[src/rtl/unary_pkg.sv]
// Shared types and sizing/conversion helpers for the temporal-unary decoder.
package unary_pkg;

    typedef enum logic {IDLE, ACCUM} state_t;

    function automatic int unsigned frame_len(input int unsigned size);
        return (1 << size) + 2;
    endfunction

    function automatic int unsigned cnt_w(input int unsigned size);
        return $clog2(frame_len(size) + 1);
    endfunction

    function automatic int unsigned max_mag(input int unsigned size);
        return (1 << size) - 1;
    endfunction

    function automatic int unsigned sat_mag(input int unsigned cnt, input int unsigned size);
        return (cnt > max_mag(size)) ? max_mag(size) : cnt;
    endfunction

    // Caller keeps the low BIT_WIDTH bits; negative zero folds to zero.
    function automatic int unsigned to_twos(input int unsigned mag, input logic sign);
        return sign ? (~mag + 1) : mag;
    endfunction

endpackage

[src/rtl/unary_stream_decoder_if.sv]
// Unary lane inputs plus the decoded-word valid/ready output channel.
interface unary_stream_decoder_if #(
    parameter int LANES     = 2,
    parameter int BIT_WIDTH = 5
);
    logic                              frame_start;
    logic [LANES-1:0]                  unary_in;
    logic [LANES-1:0]                  sign_in;
    logic                              out_valid;
    logic                              out_ready;
    logic [LANES-1:0][BIT_WIDTH-1:0]   out_data;
    logic [LANES-1:0]                  out_error;
    logic                              overrun;
    logic                              frame_abort;

    modport slave (
        input  frame_start, unary_in, sign_in, out_ready,
        output out_valid, out_data, out_error, overrun, frame_abort
    );

    modport master (
        output frame_start, unary_in, sign_in, out_ready,
        input  out_valid, out_data, out_error, overrun, frame_abort
    );
endinterface

[src/rtl/unary_lane_counter.sv]
// One lane: counts ones over a frame, checks thermometer shape, and presents
// the value/error that would be committed if this cycle ends the frame.
module unary_lane_counter
    import unary_pkg::*;
#(
    parameter int BIT_WIDTH = 5,
    parameter int SIZE      = 4,
    parameter int CNT_W     = 5
) (
    input  logic                 clk,
    input  logic                 reset,
    input  logic                 load,
    input  logic                 acc,
    input  logic                 unary,
    input  logic                 sign_in,
    output logic [BIT_WIDTH-1:0] value,
    output logic                 err_out
);
    logic [CNT_W-1:0] count, cnt_nxt;
    logic             seen_zero, err, sign, err_nxt;

    // Next-state view includes this cycle's sample so the last frame cycle counts.
    always_comb begin
        cnt_nxt = count + CNT_W'(unary);
        err_nxt = err | (unary & seen_zero);
        value   = BIT_WIDTH'(to_twos(sat_mag(32'(cnt_nxt), SIZE), sign));
        err_out = err_nxt | (32'(cnt_nxt) > max_mag(SIZE));
    end

    always_ff @(posedge clk or posedge reset) begin
        if (reset) begin
            count     <= '0;
            seen_zero <= 1'b0;
            err       <= 1'b0;
            sign      <= 1'b0;
        end else if (load) begin
            count     <= CNT_W'(unary);
            seen_zero <= ~unary;
            err       <= 1'b0;
            sign      <= sign_in;
        end else if (acc) begin
            count <= cnt_nxt;
            err   <= err_nxt;
            if (!unary) seen_zero <= 1'b1;
        end
    end
endmodule

[src/rtl/unary_stream_decoder.sv]
// Frame FSM, per-lane counters and a 1-entry valid/ready buffer that turns
// temporal-unary lanes back into signed binary words.
module unary_stream_decoder
    import unary_pkg::*;
#(
    parameter int BIT_WIDTH = 5,
    parameter int SIZE      = BIT_WIDTH - 1,
    parameter int LANES     = 2
) (
    input  logic                   clk,
    input  logic                   reset,
    unary_stream_decoder_if.slave  bus
);
    localparam int FRAME_LEN = frame_len(SIZE);
    localparam int CNT_W     = cnt_w(SIZE);

    state_t                          state;
    logic [CNT_W-1:0]                frame_cyc;
    logic                            last;
    logic [LANES-1:0][BIT_WIDTH-1:0] lane_val;
    logic [LANES-1:0]                lane_err;
    logic                            valid_q, overrun_q, abort_q;
    logic [LANES-1:0][BIT_WIDTH-1:0] data_q;
    logic [LANES-1:0]                error_q;

    for (genvar i = 0; i < LANES; i++) begin : g_lane
        unary_lane_counter #(.BIT_WIDTH(BIT_WIDTH), .SIZE(SIZE), .CNT_W(CNT_W)) u_lane (
            .clk     (clk),
            .reset   (reset),
            .load    (bus.frame_start),
            .acc     (state == ACCUM),
            .unary   (bus.unary_in[i]),
            .sign_in (bus.sign_in[i]),
            .value   (lane_val[i]),
            .err_out (lane_err[i])
        );
    end

    // frame_cyc holds the index of the frame cycle currently on the inputs.
    assign last = (state == ACCUM) && (frame_cyc == CNT_W'(FRAME_LEN - 1));

    always_ff @(posedge clk or posedge reset) begin
        if (reset) begin
            state     <= IDLE;
            frame_cyc <= '0;
            valid_q   <= 1'b0;
            data_q    <= '0;
            error_q   <= '0;
            overrun_q <= 1'b0;
            abort_q   <= 1'b0;
        end else begin
            overrun_q <= 1'b0;
            abort_q   <= 1'b0;
            case (state)
                IDLE: if (bus.frame_start) begin
                    state     <= ACCUM;
                    frame_cyc <= CNT_W'(1);
                end
                ACCUM: if (bus.frame_start) begin
                    frame_cyc <= CNT_W'(1);
                    abort_q   <= !last;
                end else if (last) begin
                    state     <= IDLE;
                    frame_cyc <= '0;
                end else begin
                    frame_cyc <= frame_cyc + CNT_W'(1);
                end
                default: state <= IDLE;
            endcase

            if (last) begin
                if (!valid_q || bus.out_ready) begin
                    valid_q <= 1'b1;
                    data_q  <= lane_val;
                    error_q <= lane_err;
                end else begin
                    overrun_q <= 1'b1;
                end
            end else if (valid_q && bus.out_ready) begin
                valid_q <= 1'b0;
            end
        end
    end

    assign bus.out_valid   = valid_q;
    assign bus.out_data    = data_q;
    assign bus.out_error   = error_q;
    assign bus.overrun     = overrun_q;
    assign bus.frame_abort = abort_q;
endmodule
[src/flat_wrapper.sv]
// flat-port wrapper written by rule: the top's interface ports become plain ports
module unary_stream_decoder_flat import unary_pkg::*;
#(
    parameter int BIT_WIDTH = 5,
    parameter int SIZE      = BIT_WIDTH - 1,
    parameter int LANES     = 2
)
  (clk, reset, bus_frame_start, bus_unary_in, bus_sign_in, bus_out_ready, bus_out_valid, bus_out_data, bus_out_error, bus_overrun, bus_frame_abort);
  unary_stream_decoder_if #(.LANES(LANES), .BIT_WIDTH(BIT_WIDTH)) bus_i ();
  input  logic clk;
  input  logic reset;
  input wire logic [$bits(bus_i.frame_start)-1:0] bus_frame_start;
  input wire logic [$bits(bus_i.unary_in)-1:0] bus_unary_in;
  input wire logic [$bits(bus_i.sign_in)-1:0] bus_sign_in;
  input wire logic [$bits(bus_i.out_ready)-1:0] bus_out_ready;
  output wire logic [$bits(bus_i.out_valid)-1:0] bus_out_valid;
  output wire logic [$bits(bus_i.out_data)-1:0] bus_out_data;
  output wire logic [$bits(bus_i.out_error)-1:0] bus_out_error;
  output wire logic [$bits(bus_i.overrun)-1:0] bus_overrun;
  output wire logic [$bits(bus_i.frame_abort)-1:0] bus_frame_abort;
  assign bus_i.frame_start = bus_frame_start;
  assign bus_i.unary_in = bus_unary_in;
  assign bus_i.sign_in = bus_sign_in;
  assign bus_i.out_ready = bus_out_ready;
  assign bus_out_valid = bus_i.out_valid;
  assign bus_out_data = bus_i.out_data;
  assign bus_out_error = bus_i.out_error;
  assign bus_overrun = bus_i.overrun;
  assign bus_frame_abort = bus_i.frame_abort;
  unary_stream_decoder #(.BIT_WIDTH(BIT_WIDTH), .SIZE(SIZE), .LANES(LANES)) u_core (.clk(clk), .reset(reset), .bus(bus_i));
endmodule
[config.mk]
export PLATFORM = sky130hd
export DESIGN_NAME = unary_stream_decoder_flat
export DESIGN_NICKNAME = d
export VERILOG_FILES = /design/src/rtl/unary_pkg.sv /design/src/rtl/unary_stream_decoder_if.sv /design/src/rtl/unary_lane_counter.sv /design/src/rtl/unary_stream_decoder.sv /design/src/flat_wrapper.sv
export SDC_FILE = /design/constraint.sdc
export NUM_CORES = 1
export LEC_CHECK = 0
export BUFFER_PORTS_ARGS = -buffer_cell sky130_fd_sc_hd__clkbuf_2
export CAP_MARGIN = 5
export CORE_MARGIN = 5
export CORE_UTILIZATION = 60
export DETAILED_ROUTE_END_ITERATION = 16
export GPL_ROUTABILITY_DRIVEN = 0
export GPL_TIMING_DRIVEN = 0
export PLACE_DENSITY = 0.82
export SYNTH_ARGS = -nofsm -noshare
export SYNTH_HDL_FRONTEND = slang
export SYNTH_HIERARCHICAL = 1
export SYNTH_SLANG_ARGS = --single-unit
[constraint.sdc]
create_clock -name clk -period 3.5 [get_ports clk]
set_input_delay 0.7 -clock clk [delete_from_list [all_inputs] [get_ports clk]]
set_output_delay 0.7 -clock clk [all_outputs]
set_load 0.005 [all_outputs]
Word level (Yosys, flattened, before mapping)
Index checks and enable logic that the tools add are counted.
{"block": "word_totals", "in_bits": 8, "register_bits": 37, "wordCells": 83, "output_inout_bits": 15}
{"block": "op_classes", "n_addsub": 5, "eq_ne": 5, "n_reduce_logical": 11, "bitwise": 11, "mux": 33, "n_lt_le_gt_ge": 2}
{"cell": "5-bit 2-to-1 mux", "count": 11}
{"cell": "1-bit 2-to-1 mux", "count": 20}
{"cell": "5-bit by 1-bit adder with 5-bit output (second input constant)", "count": 3}
{"cell": "5-bit by 1-bit adder with 5-bit output", "count": 2}
{"cell": "5-bit by 4-bit greater-than comparator with 1-bit output (second input constant)", "count": 2}
{"cell": "5-bit NOT", "count": 2}
{"cell": "5-bit case mux with 2 select lines", "count": 1}
{"cell": "2-bit != test (second input constant)", "count": 4}
{"cell": "2-bit AND reduction", "count": 4}
{"cell": "5-bit == test (second input constant)", "count": 1}
{"cell": "1-bit bitwise OR", "count": 4}
{"cell": "2-bit nonzero test", "count": 2}
{"cell": "1-bit NOT", "count": 3}
{"cell": "1-bit AND", "count": 2}
{"cell": "1-bit logical AND", "count": 2}
{"cell": "1-bit zero test", "count": 2}
{"cell": "1-bit case mux with 2 select lines", "count": 1}
{"cell": "1-bit logical OR", "count": 1}

Logic depth before layout (Yosys ltp)
Gate-level depths: netlist of the first run.
{"block": "logic_depth", "word_depth": 6, "ltp_mapped": 9, "depth_no_buf": 9}

Hierarchy
The synthesis of the first run kept the hierarchy.
{"module": "unary_lane_counter", "n_inst": 2, "seq_area_each_um2": 200.2, "cells_per_inst": 67, "area_per_inst_um2": 563.0}
{"module": "unary_stream_decoder", "n_inst": 1, "seq_area_each_um2": 525.5, "cells_per_inst": 68, "area_per_inst_um2": 938.4}

Worst setup path after synthesis of the first run
No wires, ideal clock.
{"block": "synth_path", "path_kind": "input port to flip-flop", "start": "input bus_unary_in[1]", "end": "register u_core.data_q, in the netlist u_core/bus.out_data[6]", "path_buffers": 0, "required_ps": 3375, "arrival_time_ps": 2334, "stages": 9, "path_slack_ps": 1041, "setup_time_ps": 125, "cell_sequence": "ha_1 ha_1 nand3_1 xor2_1 nor2b_1 ha_1 nor2_1 a21oi_1 mux2_4"}
{"element": "start, declared", "line_no": "flat_wrapper.sv:13", "text": "input wire logic [$bits(bus_i.unary_in)-1:0] bus_unary_in;"}
{"element": "end signal, assigned", "line_no": "unary_stream_decoder.sv:74", "text": "data_q <= lane_val;"}
{"element": "end, declared", "line_no": "unary_stream_decoder.sv:23", "text": "logic [LANES-1:0][BIT_WIDTH-1:0] data_q;"}

==> metrics.cfg, run 1 <==
[outcome]
status = complete, no violations

[clock_tree]
clock-sinks = 37
cts_tree = built
postCtsSetupBuffers = 0
ctsHtreeMaxLevel = 2
postCtsResizedCells = 0
numCtsBuffers = 5
clock_tree.buffer_depth = 2
hold_buffers = 0
clkLatencyLatePin_ps = 340
ctsRootBufferMaster = clkbuf_4
clk_transition_reported_paths_ps = 120

[global_route]
groute.usage.overall_pct = 18.6
first_pass_grt_wire_length_um = 6520
largest_net_degree_at_the_start_of_global_routing = 22
gr-total-overflow = 0
first_global_vias = 1452
grt_antenna_before_repair = 0

[power_and_ir_drop]
sequentialPowerShare_pct = 56.1
clkPwrFrac_pct = 27.2
power_density_nw_per_um2 = 363
total_leakage_power_nw = 1.19
switchingPower_mw = 0.241
p_sw_share_pct = 29.0
power.combinational.fraction_pct = 16.8
internal_power_mw = 0.591
vdd.ir_drop.worst_v = 0.000226

[placement]
dp_hpwl_um = 2750
placedInstanceArea_um2 = 2230
port_buffers = 22

[route]
totalWireLength_um = 3650
drt_iter0_markers = 122
drtAntennaViolNets = 0
vias = 1526
residual_drc = 0
vias_per_cell = 5.49
number_of_detailed_routing_iterations_run_before_antenna_repair = 4
post_drt_wl_per_cell_um = 13.1

[timing]
worst-slew-pin-transition_ps = 774
slew_limit_fails = 0
grt_setup_unrepaired = no
min_period_over_period_pct = 71.0
final.setup_skew_ps = 15.9
timing.fmax_ghz = 0.402
final_period_minus_worst_setup_slack_ps = 2490
final-hold-violation-count = 0
max_transition_margin_pct = 48.3
setup-violations-final = 0
finalSetupTns_ps = 0

[synth]
synth-seq-cells = 37
mapped_nets = 218
post_synth_inst_count = 202
syn_avg_cell_area_um2 = 10.2
synth_warnings = 6
synth_area_um2 = 2060
yosys.cell_types.count = 36
synth-seq-area-share_pct = 44.8

[die]
placement_rows = 21
start_util_pct = 61.9
dieArea_um2 = 4710
fp.dieH_um = 68.7
die_width_um = 68.7
placeableCoreArea_um2 = 3340
boundaryPins = 23

[layout]
filler_cell_count = 285
antenna_cells = 0
final_cell_area_um2 = 2290
share_of_post_route_cells_with_drive_strength_above_1_pct = 23.3
finalNetCount = 247
syn2layout_area_growth_pct = 11.0

[worst_setup_path]
critPathMaxFanout = 7
cp.arrival_ps = 2730
setup.worst_path.class = in -> reg
critPathCaptureType = register
critPathLaunchType = input pin
critical_path_required_ps = 3740

[hold_path]
hp-class = in -> async

[run]
maxCapViolations = 0

==> routing by layer <==
metal,global-route usage [%],vias up,routed length [µm]
met5,0,-,0
met4,5.96,0,51
met3,5.02,10,176
met2,29.8,42,1750
met1,24.5,723,1670
li1,-,751,-
==> cell families after synthesis <==
| group | count (synthesis) | share of synthesized area, % |
|---|---|---|
| AND/OR/NAND/NOR | 77 | 20.3 |
| flip-flops | 37 | 44.8 |
| AO/OA/AOI/OAI | 28 | 8.42 |
| buffers and inverters | 20 | 4.30 |
| multiplexers | 19 | 11.8 |
| XOR/XNOR | 13 | 5.52 |
| adder cells (fa/ha/maj) | 8 | 4.85 |
==> power by group through the flow <==
| stage | Sequential [mW] | Clock, mW | Combinational (mW) |
|---|---|---|---|
| 2_1_floorplan | 0.471 | 0 | 0.105 |
| 3_3_place_gp | 0.474 | 0 | 0.136 |
| 3_5_place_dp | 0.475 | 0 | 0.141 |
| 4_1_cts | 0.467 | 0.240 | 0.142 |
| 5_1_grt | 0.470 | 0.257 | 0.162 |
| 6_report | 0.467 | 0.226 | 0.140 |
==> worst max-delay path, stage by stage <==
cell and delay [ps]:
clkbuf_2 130, ha_1 220, ha_1 310, nand3_1 120
xor2_1 350, nor2b_1 250, ha_1 200, nand2b_1 130
xnor2_1 60, mux2_4 260
==> placed cells by master, fill, tap and decap left out, types with 3 or more instances in the layout <==
master,Yosys,layout
a311o_1,3,3
clkbuf_4,0,5
mux2_4,10,10
o21ai_0,7,7
dfrtp_1,37,37
nand2b_1,4,4
clkbuf_2,2,24
and3_1,5,5
nor2b_1,4,4
xnor2_1,5,5
xor2_1,8,8
clkbuf_1,4,4
mux2i_1,7,7
nand3_1,7,7
a31oi_1,4,4
nor2_1,20,20
inv_1,12,12
nand2_1,22,22
a21oi_1,9,9
ha_1,8,8
==> registers in the layout, indices dropped and copies added (netlist names) <==
signal,cells
u_core/bus.frame_abort,1
u_core/bus.out_data,10
u_core/bus.out_error,2
u_core/bus.out_valid,1
u_core/bus.overrun,1
u_core/frame_cyc,5
u_core/g_lane.u_lane/count,10
u_core/g_lane.u_lane/err,2
u_core/g_lane.u_lane/seen_zero,2
u_core/g_lane.u_lane/sign,2
u_core/state,1
==> cell usage after synthesis, drive strengths merged <==
library cell  count  area (µm²)
inv              12        45.0
dfrtp            37         926
xnor2             5        43.8
mux2i             7        70.1
xor2              8        70.1
nand3b            1        7.51
clkbuf            6        25.0
buf               2        18.8
nor3b             2        15.0
and3              7        53.8
nand4             1        6.26
a31oi             4        25.0
a221oi            2        17.5
nand2            22        82.6
or3               3        28.8
o21ai             7        35.0
a21oi             9        45.0
and4bb            1        16.3
nor2             20        75.1
o22ai             2        12.5
nand2b            4        25.0
nand3             8        52.6
nand4bb           1        11.3
ha                8         100
nor3              1        5.00
o41ai             1        8.76
a311o             3        30.0
and2              2        15.0
nor2b             4        25.0
mux2             12         173
==> per-stage QoR <==
step	setup WS [ps]	instances	hold WS, ps	power [mW]	utilization [%]
6_report	1010	278	303	0.833	68.7
4_1_cts	1050	278	296	0.848	68.7
5_1_grt	880	278	301	0.890	68.7
3_3_place_gp	674	270	476	0.610	66.9
2_1_floorplan	1040	202	463	0.576	-
3_5_place_dp	670	270	489	0.616	66.9
==> final timing paths <==
check | start | cells after the start | to | slack [ps]
max in group asynchronous | reset | 2 | u_core/bus.out_error[0] | 2500
min in group clk | u_core/g_lane[1].u_lane/err | 2 | u_core/g_lane[1].u_lane/err | 510
max | bus_unary_in[0] | 10 | u_core/bus.out_data[2] | 1010
max reg2reg | u_core/g_lane[0].u_lane/count[0] | 9 | u_core/bus.out_data[2] | 1140
min | reset | 2 | u_core/g_lane[0].u_lane/sign | 300
min reg2reg | u_core/g_lane[1].u_lane/err | 2 | u_core/g_lane[1].u_lane/err | 510
==> final cells by class <==
| class | instances | area (µm²) | area share, % |
|---|---|---|---|
| plain buffers | 8 | 43.8 | 1.91 |
| clock buffers | 5 | 37.5 | 1.64 |
| clock inverters | 3 | 22.5 | 0.983 |
| inverters | 12 | 45.0 | 1.97 |
| multi-input cells | 145 | 1050 | 45.8 |
| flip-flops and latches | 37 | 926 | 40.4 |
| well taps | 46 | 57.6 | 2.51 |
| repair buffers | 22 | 110 | 4.80 |
No activity file was read; power rests on OpenSTA's default activity.
==> run 2, diff against run 1 <==
Settings changed: CORE_UTILIZATION 60 to 52, PLACE_DENSITY 0.82 to 0.76.
Clock period 3.5 ns to 2 ns, I/O delays scaled along.
==> run 2 against run 1 <==
Effect of this change: the run now ends with negative setup slack left; die area rose by 13%; design area rose by 16%; sequential cell count did not move; routed wire length rose by 21%; global-route usage fell by 1.1 points; highest routed layer unchanged; core utilization fell by 0.60 points; worst setup slack got worse by 1100 ps; combinational power rose to 2.7 times the previous value; critical path depth fell by 1; clock-buffer cell count rose by 1; critical path type is now reg -> reg; largest cell class unchanged; critical endpoint is now u_core/bus.out_data[1]; worst hold slack got worse by 240 ps; clock skew fell by 11 ps.
==> metrics.cfg, run 2 (same netlist as run 1, synthesis figures left out) <==
[outcome]
status = finished with violations
violations = negative setup slack

[die]
die_width_um = 73.0
start_util_pct = 52.7
placeableCoreArea_um2 = 3910
placement_rows = 23
dieArea_um2 = 5330
boundaryPins = 23
fp.dieH_um = 73.0

[layout]
share_of_post_route_cells_with_drive_strength_above_1_pct = 37.3
commonest_cells_after_routing_fill_and_taps_aside = dfrtp_1, clkbuf_2, nand2_1, nor2_1, buf_4
sequential_standard_cell_area_um2 = 926
filler_cell_count = 306
syn2layout_area_growth_pct = 29.1
layout.cells.most_common = dfrtp_1
multiInputGateArea_um2 = 1260
finalNetCount = 264
antenna_cells = 0
final_cell_area_um2 = 2670
fin_util_pct = 68.1

[placement]
port_buffers = 22
pre_cts_ws_ps = -300
dp_hpwl_um = 2820
placedInstanceArea_um2 = 2310

[global_route]
first_pass_grt_wire_length_um = 7220
grt_antenna_before_repair = 0
gr-total-overflow = 0
first_global_vias = 1575
largest_net_degree_at_the_start_of_global_routing = 22
groute.usage.overall_pct = 17.5

[power_and_ir_drop]
power_density_nw_per_um2 = 639
vdd.ir_drop.worst_v = 0.000398
total_leakage_power_nw = 1.33

[timing]
timing.final.ws_setup_ps = -63.4
timing.fmax_ghz = 0.485
min_period_over_period_pct = 103
finalSetupTns_ps = -136
setup-violations-final = 4
worst-slew-pin-transition_ps = 810
slew_limit_fails = 0
final.setup_skew_ps = 4.98
max_transition_margin_pct = 46.0
final-hold-violation-count = 0
final_period_minus_worst_setup_slack_ps = 2060
grt_setup_unrepaired = yes

[clock_tree]
hold_buffers = 0
ctsHtreeMaxLevel = 2
cts_tree = built
clock_tree.buffer_depth = 2
ctsRootBufferMaster = clkbuf_8
numCtsBuffers = 5
clock-sinks = 37
clkLatencyLatePin_ps = 290
clk_transition_reported_paths_ps = 70

[worst_setup_path]
cp_slowest_cell = dfrtp_1
critical_path_buf_inv_count = 0
critical_path.reg2reg.endpoint = u_core/bus.out_data[1]
cp.arrival_ps = 2240
crit_path_max_incr_delay_ps = 410
cp_capture_point = u_core/bus.out_data[1]
rr_startpoint = u_core/g_lane[0].u_lane/count[0]
cp-startpoint = u_core/g_lane[0].u_lane/count[0]
critPathMaxFanout = 5
reg2regPathDepth = 9
critPathLaunchType = register
critPathCaptureType = register
crit_path_frequent_cell = ha_4
rrSetupSlack_ps = -60
setup.worst_path.class = reg -> reg
cp_top_family = adder cells
cp.depth = 9
path_cells = ha_4 > ha_4 > nand3_4 > xor2_4 > nor2b_4 > ha_4 > nor2_4 > a21oi_2 > mux2_2
critical_path_required_ps = 2180

[run]
maxCapViolations = 0

[route]
number_of_detailed_routing_iterations_run_before_antenna_repair = 4
post_drt_wl_per_cell_um = 14.8
drt_iter0_markers = 139
drtAntennaViolNets = 0
vias_per_cell = 5.34
vias = 1598
residual_drc = 0
totalWireLength_um = 4430

[hold_path]
hp-class = in -> async

-- run 2: per-stage QoR --
step	cells	hold slack, ps	power, mW
2_1_floorplan	202	216	1.03
3_3_place_gp	274	386	1.09
3_5_place_dp	274	390	1.10
4_1_cts	290	66.1	1.65
5_1_grt	299	81.2	1.81
6_report	299	67.4	1.70
-- run 2: report_power, final --
group	leakage (nW)	total, mW	internal (mW)	switching (mW)
clock	0.0450	0.509	0.241	0.267
combinational	0.805	0.371	0.197	0.174
sequential	0.485	0.824	0.785	0.0393
-- run 2: area by class of cell --
cell class / instances / share of cell area (%)
Multi-Input combinational cell: 145 / 47.3
Sequential cell: 37 / 34.7
Timing Repair Buffer: 39 / 9.20
Clock buffer: 6 / 2.72
Tap cell: 50 / 2.35
Inverter: 12 / 1.69
Buffer: 8 / 1.64
Clock inverter: 2 / 0.376
-- run 2: timing repair --
action                     in CTS  in global routing
setup endpoints to repair       7                  7
setup buffers                   8                  9
pin swaps                       2                  4
resized for setup              12                 16
-- run 2: routing by layer --
layer,track usage (%),vias up,routed length (µm)
li1,-,784,-
met1,22.0,774,1930
met2,28.8,34,2240
met3,5.10,6,199
met4,5.74,0,58
met5,0,-,0
-- run 2: worst register-to-register path, stage by stage (launching register included) --
cell	delay (ps)
dfrtp_1	410
ha_4	180
ha_4	180
nand3_4	100
xor2_4	230
nor2b_4	230
ha_4	220
nor2_4	100
a21oi_2	40
mux2_2	270
-- run 2: worst min path at each step --
| stage | cells past startpoint | slack [ps] | to |
|---|---|---|---|
| detailed placement | 2 | 390 | u_core/g_lane[0].u_lane/sign |
| floorplan | 1 | 220 | u_core/g_lane[0].u_lane/count[0] |
| CTS | 2 | 70 | u_core/g_lane[1].u_lane/seen_zero |
| global placement | 2 | 390 | u_core/g_lane[0].u_lane/sign |
| finish | 2 | 70 | u_core/g_lane[1].u_lane/seen_zero |
| global route | 2 | 80 | u_core/g_lane[0].u_lane/sign |
